## src/rtl/pgm_rd_arbiter.sv

```systemverilog
// pgm_rd_arbiter: shares one combinational program-memory read port between
// instruction fetch (port 0) and a debug/data reader (port 1). Round-robin
// arbitration with a bounded burst; registered single-cycle responses with
// error reporting for misaligned or out-of-range addresses.
module pgm_rd_arbiter #(
   parameter int ADDR_WIDTH = 32,
   parameter int DATA_WIDTH = 32,
   parameter int MEM_SIZE   = 1024,
   parameter int BURST_LEN  = 4
) (
   input  logic                  i_Clock,
   input  logic                  i_Reset,
   input  logic                  i_Req0,
   input  logic [ADDR_WIDTH-1:0] i_Addr0,
   output logic                  o_Ack0,
   output logic [DATA_WIDTH-1:0] o_RdData0,
   output logic                  o_Valid0,
   output logic                  o_Err0,
   input  logic                  i_Req1,
   input  logic [ADDR_WIDTH-1:0] i_Addr1,
   output logic                  o_Ack1,
   output logic [DATA_WIDTH-1:0] o_RdData1,
   output logic                  o_Valid1,
   output logic                  o_Err1,
   output logic [ADDR_WIDTH-1:0] o_MemAddr,
   input  logic [DATA_WIDTH-1:0] i_MemRdData
);

   localparam int CW = $clog2(BURST_LEN + 1);
   localparam logic [CW-1:0]         CNT_MAX   = CW'(BURST_LEN);
   localparam logic [CW-1:0]         CNT_ONE   = CW'(1);
   localparam logic [ADDR_WIDTH-1:0] LAST_WORD = ADDR_WIDTH'(MEM_SIZE - 4);

   typedef enum logic {PORT0 = 1'b0, PORT1 = 1'b1} port_e;

   port_e                  owner;
   port_e                  owner_nx;
   port_e                  gnt_port;
   port_e                  other;
   logic [CW-1:0]          beat_cnt;
   logic [CW-1:0]          cnt_nx;
   logic                   any_gnt;
   logic [ADDR_WIDTH-1:0]  sel_addr;
   logic                   acc_err;

   assign other = (owner == PORT0) ? PORT1 : PORT0;

   // Arbitration: pick the granted port and the next owner/burst count
   always_comb begin
      any_gnt  = 1'b0;
      gnt_port = owner;
      owner_nx = owner;
      cnt_nx   = '0;
      if (i_Req0 && i_Req1) begin
         any_gnt = 1'b1;
         if (beat_cnt < CNT_MAX) begin
            gnt_port = owner;
            cnt_nx   = beat_cnt + CNT_ONE;
         end else begin
            gnt_port = other;
            owner_nx = other;
            cnt_nx   = CNT_ONE;
         end
      end else if (i_Req0 || i_Req1) begin
         any_gnt  = 1'b1;
         gnt_port = i_Req1 ? PORT1 : PORT0;
         if (gnt_port != owner) begin
            owner_nx = gnt_port;
            cnt_nx   = CNT_ONE;
         end else if (beat_cnt < CNT_MAX) begin
            cnt_nx = beat_cnt + CNT_ONE;
         end else begin
            cnt_nx = CNT_MAX;
         end
      end
   end

   assign o_Ack0   = any_gnt && (gnt_port == PORT0);
   assign o_Ack1   = any_gnt && (gnt_port == PORT1);
   assign sel_addr = (gnt_port == PORT1) ? i_Addr1 : i_Addr0;

   // Full-width compare so addresses near the top of the space never wrap into range
   assign acc_err   = (sel_addr[1:0] != 2'b00) || (sel_addr > LAST_WORD);
   assign o_MemAddr = (any_gnt && !acc_err) ? sel_addr : '0;

   // Arbitration state: last granted port and consecutive-beat count
   always_ff @(posedge i_Clock or negedge i_Reset) begin
      if (!i_Reset) begin
         owner    <= PORT0;
         beat_cnt <= '0;
      end else begin
         owner    <= owner_nx;
         beat_cnt <= cnt_nx;
      end
   end

   // Port 0 response register: one-cycle Valid pulse, data held between beats
   always_ff @(posedge i_Clock or negedge i_Reset) begin
      if (!i_Reset) begin
         o_Valid0  <= 1'b0;
         o_Err0    <= 1'b0;
         o_RdData0 <= '0;
      end else begin
         o_Valid0 <= o_Ack0;
         o_Err0   <= o_Ack0 && acc_err;
         if (o_Ack0) begin
            o_RdData0 <= acc_err ? '0 : i_MemRdData;
         end
      end
   end

   // Port 1 response register: one-cycle Valid pulse, data held between beats
   always_ff @(posedge i_Clock or negedge i_Reset) begin
      if (!i_Reset) begin
         o_Valid1  <= 1'b0;
         o_Err1    <= 1'b0;
         o_RdData1 <= '0;
      end else begin
         o_Valid1 <= o_Ack1;
         o_Err1   <= o_Ack1 && acc_err;
         if (o_Ack1) begin
            o_RdData1 <= acc_err ? '0 : i_MemRdData;
         end
      end
   end

endmodule

```

## config.mk

```make
export PLATFORM = sky130hd
export DESIGN_NAME = pgm_rd_arbiter
export DESIGN_NICKNAME = d
export VERILOG_FILES = /design/src/rtl/pgm_rd_arbiter.sv
export SDC_FILE = /design/constraint.sdc
export NUM_CORES = 1
export LEC_CHECK = 0
export ABC_CLOCK_PERIOD_IN_PS = 2200
export CAP_MARGIN = 25
export CORE_ASPECT_RATIO = 0.5
export CORE_MARGIN = 2
export CORE_UTILIZATION = 57
export CTS_BUF_LIST = sky130_fd_sc_hd__clkbuf_16
export DETAILED_ROUTE_END_ITERATION = 16
export DONT_BUFFER_PORTS = 1
export HOLD_SLACK_MARGIN = 0.08
export PLACE_DENSITY = 0.82
export RECOVER_POWER = 100
export SLEW_MARGIN = 25
export SYNTH_ARGS = -nofsm -noshare
export SYNTH_HDL_FRONTEND = slang
export SYNTH_SLANG_ARGS = --single-unit
```

## constraint.sdc

```tcl
create_clock -name i_Clock -period 2.2 [get_ports i_Clock]
set_clock_uncertainty 0.2 [all_clocks]
set_input_delay 0.22 -clock i_Clock [delete_from_list [all_inputs] [get_ports i_Clock]]
set_output_delay 0.22 -clock i_Clock [all_outputs]
set_load 0.02 [all_outputs]
```

==> results of run 1 <==
-- state kept, by name (all words and copies together), names as in the netlist --
| signal | count |
|---|---|
| o_Err0 | 1 |
| owner | 1 |
| beat_cnt | 3 |
| o_RdData0 | 32 |
| o_Valid0 | 1 |
| o_Err1 | 1 |
| o_RdData1 | 32 |
| o_Valid1 | 1 |
-- worst paths after layout --
kind | to | slack, ns | depth (start not counted)
hold reg to reg | beat_cnt[0] | 0.29 | 1
hold / removal | beat_cnt[0] | 0.06 | 3
min in group asynchronous | o_RdData0[1] | 0.42 | 2
setup / recovery | o_MemAddr[4] | -0.45 | 8
setup reg to reg | o_RdData1[18] | -0.42 | 12
max in group asynchronous | beat_cnt[2] | 0.71 | 2
-- power groups by stage --
stage               Clock [W]  Combinational, W  Sequential [W]
detailed placement          0          0.000637         0.00146
global route          0.00161          0.000972         0.00145
global placement            0          0.000615         0.00145
finish                0.00155          0.000909         0.00144
CTS                   0.00151          0.000793         0.00143
floorplan                   0          0.000571         0.00142
-- critical path, delay by kind of cell (launching register included) --
| family | cells | cell delay, ns |
|---|---|---|
| and+or+nand+nor | 2 | 0.37 |
| DFF | 1 | 0.48 |
| buffers and inverters | 3 | 0.45 |
| xor gates and xnor gates | 1 | 0.21 |
| muxes | 1 | 0.18 |
| AOI/OAI and AO/OA | 1 | 0.20 |
-- metal layers --
layer  global-route usage (%)  vias to the layer above  routed length (µm)
met5                        0                        -                   0
met4                     10.5                        0                 300
met3                     7.98                       43                1090
met2                     47.2                      245                5880
met1                     31.3                     1590                4500
li1                         -                     1375                   -
-- metrics by stage --
| stage | total power, W | instances | utilization (%) | worst slack (ns) | hold WS (ns) |
|---|---|---|---|---|---|
| after floorplan | 0.00199 | 410 | - | -0.0956 | -0.276 |
| after global placement | 0.00207 | 453 | 59.1 | -0.0906 | -0.274 |
| after CTS | 0.00374 | 515 | 73.0 | -0.427 | 0.0930 |
| final | 0.00390 | 532 | 83.6 | -0.451 | 0.0563 |
| after detailed placement | 0.00209 | 453 | 59.1 | -0.209 | -0.275 |
| after global routing | 0.00403 | 532 | 83.6 | -0.540 | 0.123 |
-- cell usage in the layout (no fill, tap or decap), types with 2 or more instances in the layout --
master         count
conb_1            24
buf_4             15
clkbuf_16         18
bufinv_16          2
nor4_1             6
o21ai_2           62
a221oi_2           3
nor3_4             8
or4_1              2
inv_1              3
nand2b_1           2
nor2_1             6
nand4_1            3
buf_6              3
o21ai_4            4
nand2_1          129
buf_8              4
dfrtp_2            2
mux2i_1           10
dfrtp_1           70
and2_1             2
dlygate4sd3_1     38
o32ai_1            3
clkinv_2           3
clkinv_1           2
buf_12             6
nor3_1             4
-- what timing repair did --
| action | CTS | global route |
|---|---|---|
| buffers inserted | 5 | 6 |
| pin swaps | 3 | 51 |
| gates cloned | 1 | 11 |
| hold endpoints to repair | 140 | 0 |
| resized for setup | 10 | 104 |
| hold buffers | 40 | 0 |
| setup endpoints to repair | 67 | 76 |
-- final cells by class --
cell class,count,area share [%]
inverter,5,0.424
timing repair buffer,78,19.5
clock buffer,9,4.49
clock inverter,7,1.72
multi-input combinational,284,36.0
sequential,72,35.9
tap,77,1.92
-- cells in the mapped netlist (all sizes together) --
| library cell | count | share of area, % |
|---|---|---|
| dfrtp | 72 | 51 |
| o22ai | 1 | 0.36 |
| nor2 | 6 | 0.64 |
| buf | 35 | 8.3 |
| xnor2 | 1 | 0.46 |
| nand2 | 129 | 14 |
| xor2 | 1 | 0.78 |
| mux2i | 10 | 2.8 |
| clkbuf | 14 | 1.5 |
| o211a | 1 | 0.28 |
| nor3b | 1 | 0.21 |
| o32a | 1 | 0.28 |
| a21oi | 1 | 0.14 |
| ha | 1 | 0.36 |
| o32ai | 3 | 0.75 |
| or4 | 2 | 0.43 |
| nor4 | 6 | 1.1 |
| mux2 | 1 | 0.32 |
| conb | 1 | 0.11 |
| nor3 | 13 | 3.0 |
| o21ai | 67 | 9.5 |
| nand4 | 3 | 0.53 |
| and2 | 3 | 0.53 |
| inv | 3 | 0.32 |
| clkinv | 2 | 0.21 |
| nand2b | 3 | 0.53 |
| a221oi | 3 | 0.75 |
| o221ai | 1 | 0.25 |
| a32oi | 1 | 0.25 |
| and2b | 1 | 0.21 |
-- logic make-up after synthesis --
family,share of synthesized area [%]
and+or+nand+nor,20.9
AOI/OAI and AO/OA,12.6
DFF,51.3
buffers and inverters,10.3
muxes,3.17
xor gates and xnor gates,1.25
adders and majority gates,0.356
other,0.107
==> impl_metrics.toml, run 1 <==
[place]
port_buffers = 0
place.gp.congestion = 0.883
dp_hpwl_mm = 5.84
postPlaceCellArea_um2 = 3550

[detailed_routing]
wl_mm = 11.8
vias = 3253
viasPerCell = 6.11
postRouteAntennaNets = 0
drc = 0
first_iter_violations = 369
firstDrtPassIters = 5
drt-wirelength-per-cell_um = 22.1

[timing]
fmax_mhz = 377
relSlewSlack_pct = 35.7
worst_slew_pin_slew_ns = 0.965
min_period_over_period_pct = 121
period_needed_ns = 2.65
tns_ns = -25.69
final-max-slew-violation-count = 0
rsz0062_at_grt = "true"
setup_slack_ns = -0.451
finalHoldViolations = 0
setup_viol = 71

[yosys]
synth_cell_type_count = 34
ys_warn_count = 0
seq_area_frac_synth_pct = 51.3
synthesis.area_um2 = 3510
synthCells = 387
avgSynthCellArea_um2 = 9.08
ys_seq_elements = 72

[power]
p_int_w = 0.00270
combPwrFrac_pct = 23.3
power_density_nw_per_um2 = 777
clockPowerShare_pct = 39.7
switching_share_pct = 30.7
p_leak_nw = 2.29
power.switching_w = 0.00120
ir_drop_uv = 448
pwr-share-seq_pct = 37.0

[worst_setup_path]
start_kind = "register"
cp.required_ns = 1.78
path_max_fanout = 5
crit_chain = "xor2_4, o22ai_2, buf_4, mux2i_1, nand4_1, buf_6, clkbuf_16, nor3_4"
cp_data_arrival_time_ns = 2.23
slowest_stage = "dfrtp_2"
crit_path_end_kind = "primary output"
r2r-start = "beat_cnt[2]"
crit_type = "register to primary output"
max_stage_delay_ns = 0.48
worstSetupStartpoint = "beat_cnt[2]"

[global_routing]
grt_start_max_net_pins = 73
grt_pass1_wl_mm = 13.8
grt-ovfl-total = 0
grt.total_usage_pct = 26.7
grt_antenna_before_repair = 0
first_global_vias = 2844

[floorplan]
coreArea_um2 = 6010
die_w_um = 115
die_h_um = 59.5
num_rows = 20
ioPinCount = 202
initial_core_util_pct = 58.5
die_area_um2 = 6850

[outcome]
violations = "negative setup slack"
status = "finished with violations"

[clock_tree]
clockRootBuffer = "clkbuf_16"
numCtsBuffers = 9
cts_sinks = 72
h-tree-depth = 3
cts_tree = "built"
path_clk_slew_ns = 0.06
clock_latency_ns = 0.34
clock_path_buffers = 2

[finish]
diodes = 0
finalNetCount = 551
multiInputGateArea_um2 = 1810
synthToLayoutAreaGrowth_pct = 42.9
drive_gt1_share_pct = 31.0
nFillCells = 283
regArea_um2 = 1800
postLayoutCellArea_um2 = 5020

[flow_run]
drv_cap = 0

[worst_hold_path]
min_from = "i_Req1"
hold_path_class = "primary input to register"
Note: power is estimated with default switching activity, not from simulation.
==> run 2, diff against run 1 <==
--- a/config.mk
+++ b/config.mk
@@ -6,10 +6,11 @@
 export NUM_CORES = 1
 export LEC_CHECK = 0
 export ABC_CLOCK_PERIOD_IN_PS = 2200
-export CAP_MARGIN = 25
+export CELL_PAD_IN_SITES_DETAIL_PLACEMENT = 0
+export CELL_PAD_IN_SITES_GLOBAL_PLACEMENT = 1
 export CORE_ASPECT_RATIO = 0.5
 export CORE_MARGIN = 2
-export CORE_UTILIZATION = 57
+export CORE_UTILIZATION = 40
 export CTS_BUF_LIST = sky130_fd_sc_hd__clkbuf_16
 export DETAILED_ROUTE_END_ITERATION = 16
 export DONT_BUFFER_PORTS = 1
==> run 2 against run 1 <==
Compared with the run above: the run still ends with negative setup slack left; sequential cell count stayed put; critical path depth is 1 lower; fmax grew 3.0%; sequential power hardly changed; count of clock-buffer cells in the layout stayed put; first-iteration DRC count fell by 66%; die area grew 40%; largest cell class is now sequential cells.
==> impl_metrics.toml, run 2 (same netlist as run 1, synthesis figures left out) <==
[clock_tree]
cts_tree = "built"
numCtsBuffers = 9
path_clk_slew_ns = 0.05
clockRootBuffer = "clkbuf_16"
clock_latency_ns = 0.32
h-tree-depth = 3
clock_path_buffers = 2
cts_sinks = 72

[place]
dp_hpwl_mm = 6.34
postPlaceCellArea_um2 = 3660
dp_worst_setup_slack_ns = -0.0856
place.gp.congestion = 0.733
placedCellCount = 500
port_buffers = 0

[outcome]
status = "finished with violations"
violations = "negative setup slack"

[floorplan]
die_h_um = 70.3
ioPinCount = 202
die_w_um = 137
num_rows = 24
initial_core_util_pct = 40.8
die_area_um2 = 9590
coreArea_um2 = 8620

[finish]
diodes = 0
final_cell_mix = "129 x nand2_1, 70 x dfrtp_1, 50 x o21ai_1"
largestRegisters = "o_RdData0 (32), o_RdData1 (32), beat_cnt (3)"
synthToLayoutAreaGrowth_pct = 24.4
final_cells = 558
postLayoutCellArea_um2 = 4370
final_common_cell = "nand2_1"
nFillCells = 822
finalNetCount = 537
drive_gt1_share_pct = 13.8

[detailed_routing]
postRouteAntennaNets = 0
firstDrtPassIters = 4
wl_mm = 9.12
drc = 0
vias = 2780
first_iter_violations = 125
drt-wirelength-per-cell_um = 16.3
viasPerCell = 4.98

[worst_setup_path]
cp.required_ns = 1.78
max_stage_delay_ns = 0.47
slowest_stage = "dfrtp_2"
r2r_cells = 8
r2r_end = "o_RdData0[11]"
crit_chain = "xor2_4, buf_4, o221ai_1, o211a_1, nand4_1, buf_12, nor3_4"
path_max_fanout = 10
crit_path_end_kind = "primary output"
r2r-start = "owner"
start_kind = "register"
rrSetupSlack_ns = -0.21
cp_data_arrival_time_ns = 2.16
crit_type = "register to primary output"

[timing]
min_period_over_period_pct = 117
finalHoldViolations = 0
setup_viol = 74
final-max-slew-violation-count = 0
fmax_mhz = 388
relSlewSlack_pct = 34.5
rsz0062_at_grt = "true"
worst_slew_pin_slew_ns = 0.983
tns_ns = -12.17
period_needed_ns = 2.58
setup_slack_ns = -0.375

[global_routing]
grt_antenna_before_repair = 0
grt.total_usage_pct = 19.6
grt-ovfl-total = 0
first_global_vias = 2799
grt_start_max_net_pins = 73
grt_pass1_wl_mm = 14.5

[power]
power_density_nw_per_um2 = 803
ir_drop_uv = 389
power_w = 0.00351
p_leak_nw = 1.94

[worst_hold_path]
holdPathStages = 4
hold_end = "o_Err1"
hold_path_class = "primary input to register"
min_from = "i_Req1"

[flow_run]
drv_cap = 0
==> run 2: worst max-delay path: cells and delay by family (launching register included) <==
kind | cells | cell delay [ns]
buffers and inverters | 2 | 0.36
XOR/XNOR | 1 | 0.20
flip-flops | 1 | 0.47
AO/OA/AOI/OAI | 2 | 0.35
AND/OR/NAND/NOR | 2 | 0.45
==> run 2: layer usage <==
metal | vias up | GRT usage, % | wire [µm]
met5 | - | 0 | 0
met4 | 0 | 5.56 | 101
met3 | 9 | 7.19 | 672
met2 | 106 | 33.9 | 4660
met1 | 1328 | 22.9 | 3690
li1 | 1337 | - | -
==> run 2: layout make-up <==
| cell class | count | area [µm²] | share of cell area (%) |
|---|---|---|---|
| Sequential cell | 72 | 1800 | 41.3 |
| Multi-Input combinational cell | 284 | 1520 | 34.8 |
| Timing Repair Buffer | 64 | 616 | 14.1 |
| Clock buffer | 9 | 225 | 5.15 |
| Tap cell | 117 | 146 | 3.35 |
| Clock inverter | 7 | 40.0 | 0.916 |
| Inverter | 5 | 18.8 | 0.429 |
==> run 2: where the power goes <==
part	internal (W)	switching, W	leakage (nW)
logic	0.000318	0.000485	0.812
clock network	0.000751	0.000526	0.136
registers	0.00137	0.0000647	0.991
total	0.00244	0.00108	1.94
==> run 2: worst max-delay path by stage <==
stage	startpoint	to	slack [ns]	cells past startpoint
detailed placement	owner	o_RdData0[11]	-0.09	7
floorplan	beat_cnt[2]	o_MemAddr[2]	-0.1	9
finish	beat_cnt[2]	o_MemAddr[9]	-0.38	7
global route	owner	o_MemAddr[9]	-0.47	6
global placement	beat_cnt[2]	o_RdData0[12]	-0.04	7
CTS	owner	o_MemAddr[6]	-0.39	6
==> run 2: what timing repair did <==
| item | 4_1_cts | 5_1_grt |
|---|---|---|
| setup endpoints to repair | 72 | 76 |
| gates resized for setup | 3 | 5 |
| hold endpoints to repair | 142 | 0 |
| hold buffers | 40 | 0 |
| pin swaps | 2 | 3 |
| buffers inserted | 2 | 0 |
==> run 2: metrics by stage <==
| stage | hold slack, ns | util (%) |
|---|---|---|
| global route | 0.131 | 50.7 |
| detailed placement | -0.274 | 42.5 |
| CTS | 0.0911 | 50.7 |
| global placement | -0.274 | 42.5 |
| finish | 0.0953 | 50.7 |
| floorplan | -0.276 | - |
==> run 3, diff against run 2 <==
--- a/config.mk
+++ b/config.mk
@@ -5,17 +5,16 @@
 export SDC_FILE = /design/constraint.sdc
 export NUM_CORES = 1
 export LEC_CHECK = 0
-export ABC_CLOCK_PERIOD_IN_PS = 2200
+export ABC_CLOCK_PERIOD_IN_PS = 3000
 export CELL_PAD_IN_SITES_DETAIL_PLACEMENT = 0
 export CELL_PAD_IN_SITES_GLOBAL_PLACEMENT = 1
-export CORE_ASPECT_RATIO = 0.5
 export CORE_MARGIN = 2
-export CORE_UTILIZATION = 40
+export CORE_UTILIZATION = 48
 export CTS_BUF_LIST = sky130_fd_sc_hd__clkbuf_16
 export DETAILED_ROUTE_END_ITERATION = 16
 export DONT_BUFFER_PORTS = 1
 export HOLD_SLACK_MARGIN = 0.08
-export PLACE_DENSITY = 0.82
+export PLACE_DENSITY = 0.91
 export RECOVER_POWER = 100
 export SLEW_MARGIN = 25
 export SYNTH_ARGS = -nofsm -noshare
==> constraint.sdc (replaced) <==
create_clock -name i_Clock -period 3 [get_ports i_Clock]
set_clock_uncertainty 0.2 [all_clocks]
set_input_delay 0.3 -clock i_Clock [delete_from_list [all_inputs] [get_ports i_Clock]]
set_output_delay 0.3 -clock i_Clock [all_outputs]
set_load 0.02 [all_outputs]
==> run 3 against run 2 <==
Compared with the run above: the flow finishes with violations (max-capacitance violations, max-slew violations); critical path depth unchanged; total power decreased by 29%; clock power decreased by 25%; sequential share of layout area increased by 2.5 points; highest routed layer unchanged; register-to-register slack improved by 0.47 ns; critical endpoint is now o_MemAddr[6]; sequential cell count unchanged; via count increased by 0.47%.
==> impl_metrics.toml, run 3 (same netlist as run 1, synthesis figures left out) <==
[finish]
largestRegisters = "o_RdData0 (32), o_RdData1 (32), beat_cnt (3)"
utilization_pct = 57.3
final_common_cell = "nand2_1"
drive_gt1_share_pct = 10.7
synthToLayoutAreaGrowth_pct = 17.1
diodes = 0
finalNetCount = 525
final_cell_mix = "129 x nand2_1, 71 x dfrtp_1, 59 x o21ai_0"

[worst_setup_path]
start_kind = "register"
r2r_end = "o_RdData1[12]"
r2r-start = "owner"
max_stage_delay_ns = 0.48
cp_data_arrival_time_ns = 2.38
crit_path_end_kind = "primary output"
crit_type = "register to primary output"
slowest_stage = "dfrtp_2"
r2r_cells = 6
worstPathBufferInverterCount = 2
crit_chain = "xor2_2, o22ai_2, mux2_1, nand4_1, buf_12, nor3_2, clkbuf_2"
cp.required_ns = 2.50
rrSetupSlack_ns = 0.26
cp_top_family = "flip-flops"
path_max_fanout = 50
cp.depth = 7

[timing]
rsz0062_at_grt = "false"
whs_ns = 0.149
worst_slew_pin_slew_ns = 1.75
finalHoldViolations = 0
tns_ns = 0
relSlewSlack_pct = -16.8
setup_viol = 0
period_needed_ns = 2.88
fmax_mhz = 347
min_period_over_period_pct = 96.1
final-max-slew-violation-count = 73
setup_slack_ns = 0.117

[detailed_routing]
viasPerCell = 5.29
firstDrtPassIters = 4
wl_mm = 8.75
first_iter_violations = 101
drt-wirelength-per-cell_um = 16.6
vias = 2793
drc = 0
postRouteAntennaNets = 0

[worst_hold_path]
hold_path_class = "primary input to register"
holdPathStages = 3
hold_end = "owner"
min_from = "i_Req0"

[floorplan]
coreArea_um2 = 7180
ioPinCount = 202
die_w_um = 89.6
die_h_um = 89.6
die_area_um2 = 8020
initial_core_util_pct = 49.0
num_rows = 31

[clock_tree]
clock_path_buffers = 2
cts_sinks = 72
clock_latency_ns = 0.32
path_clk_slew_ns = 0.06
cts_tree = "built"
clockRootBuffer = "clkbuf_16"
h-tree-depth = 3
numCtsBuffers = 9
post_cts.repair.setup_buffers = 0

[power]
switching_share_pct = 30.8
power.switching_w = 0.000767
power_density_nw_per_um2 = 605
p_leak_nw = 1.86
ir_drop_uv = 313
pwr-share-seq_pct = 42.2
combPwrFrac_pct = 19.2
clockPowerShare_pct = 38.7
p_int_w = 0.00172

[global_routing]
grt.total_usage_pct = 20.7
first_global_vias = 2554
grt-ovfl-total = 0
grt_antenna_before_repair = 0
grt_start_max_net_pins = 73
grt_pass1_wl_mm = 12.7

[outcome]
status = "finished with violations"
violations = "max-capacitance violations, max-slew violations"

[place]
place.gp.congestion = 0.929
dp_hpwl_mm = 5.89
port_buffers = 0
dp_worst_setup_slack_ns = 0.388

[flow_run]
drv_cap = 1
==> run 3: cell count changes in the layout (fill, tap and decap cells not counted), moves of 4 or more <==
cell | before | now
o21ai_0 | 15 | 59
o21ai_1 | 50 | 8
buf_4 | 21 | 6
clkbuf_2 | 0 | 10
nor3_2 | 0 | 8
nor3_4 | 8 | 0
dlygate4sd3_1 | 39 | 35
==> run 3: metal layers <==
| metal | global-route usage [%] | part of all wire, % | vias up |
|---|---|---|---|
| met5 | 0 | 0 | - |
| met4 | 4.88 | 0.40 | 0 |
| met3 | 7.11 | 8.3 | 2 |
| met2 | 32.1 | 47 | 121 |
| met1 | 27.9 | 44 | 1356 |
| li1 | - | - | 1314 |
==> run 3: final cells by class <==
class / count / area (µm²)
tap: 99 / 124
inverter: 5 / 18.8
clock buffer: 9 / 225
clock inverter: 7 / 47.5
fill: 642 / 3060
multi-input combinational: 284 / 1430
sequential: 72 / 1800
timing repair buffer: 52 / 465
==> run 3: per-stage QoR <==
step                      cell area (µm²)  instances  total power, W
after floorplan                      3600        410         0.00145
after global placement               3520        476         0.00149
after detailed placement             3520        476         0.00150
after CTS                            4170        528         0.00254
after global routing                 4120        528         0.00261
final                                4120        528         0.00249
==> run 3: tightest hold or removal path: cells and delay by family <==
family	cells	cell delay, ns
AOI/OAI and AO/OA	1	0.15
buffers and inverters	2	0.19
==> run 3: worst max path at each step <==
| stage | from | end | slack, ns |
|---|---|---|---|
| floorplan | owner | o_MemAddr[2] | 0.52 |
| global placement | owner | o_MemAddr[7] | 0.48 |
| detailed placement | owner | o_MemAddr[6] | 0.39 |
| CTS | owner | o_MemAddr[6] | 0.05 |
| global route | i_Req1 | o_MemAddr[9] | 0.009 |
| finish | owner | o_MemAddr[6] | 0.12 |
==> run 3: timing repair <==
item	CTS	global route
gates resized for setup	0	2
hold buffers	36	0
endpoints found under the hold margin	141	0
endpoints found under the setup margin	0	8
==> run 3: power by group through the flow <==
stage | sequential (W) | combinational [W] | clock [W]
2_1_floorplan | 0.00104 | 0.000404 | 0
3_3_place_gp | 0.00107 | 0.000418 | 0
3_5_place_dp | 0.00107 | 0.000427 | 0
4_1_cts | 0.00105 | 0.000496 | 0.000986
5_1_grt | 0.00105 | 0.000524 | 0.00103
6_report | 0.00105 | 0.000477 | 0.000963
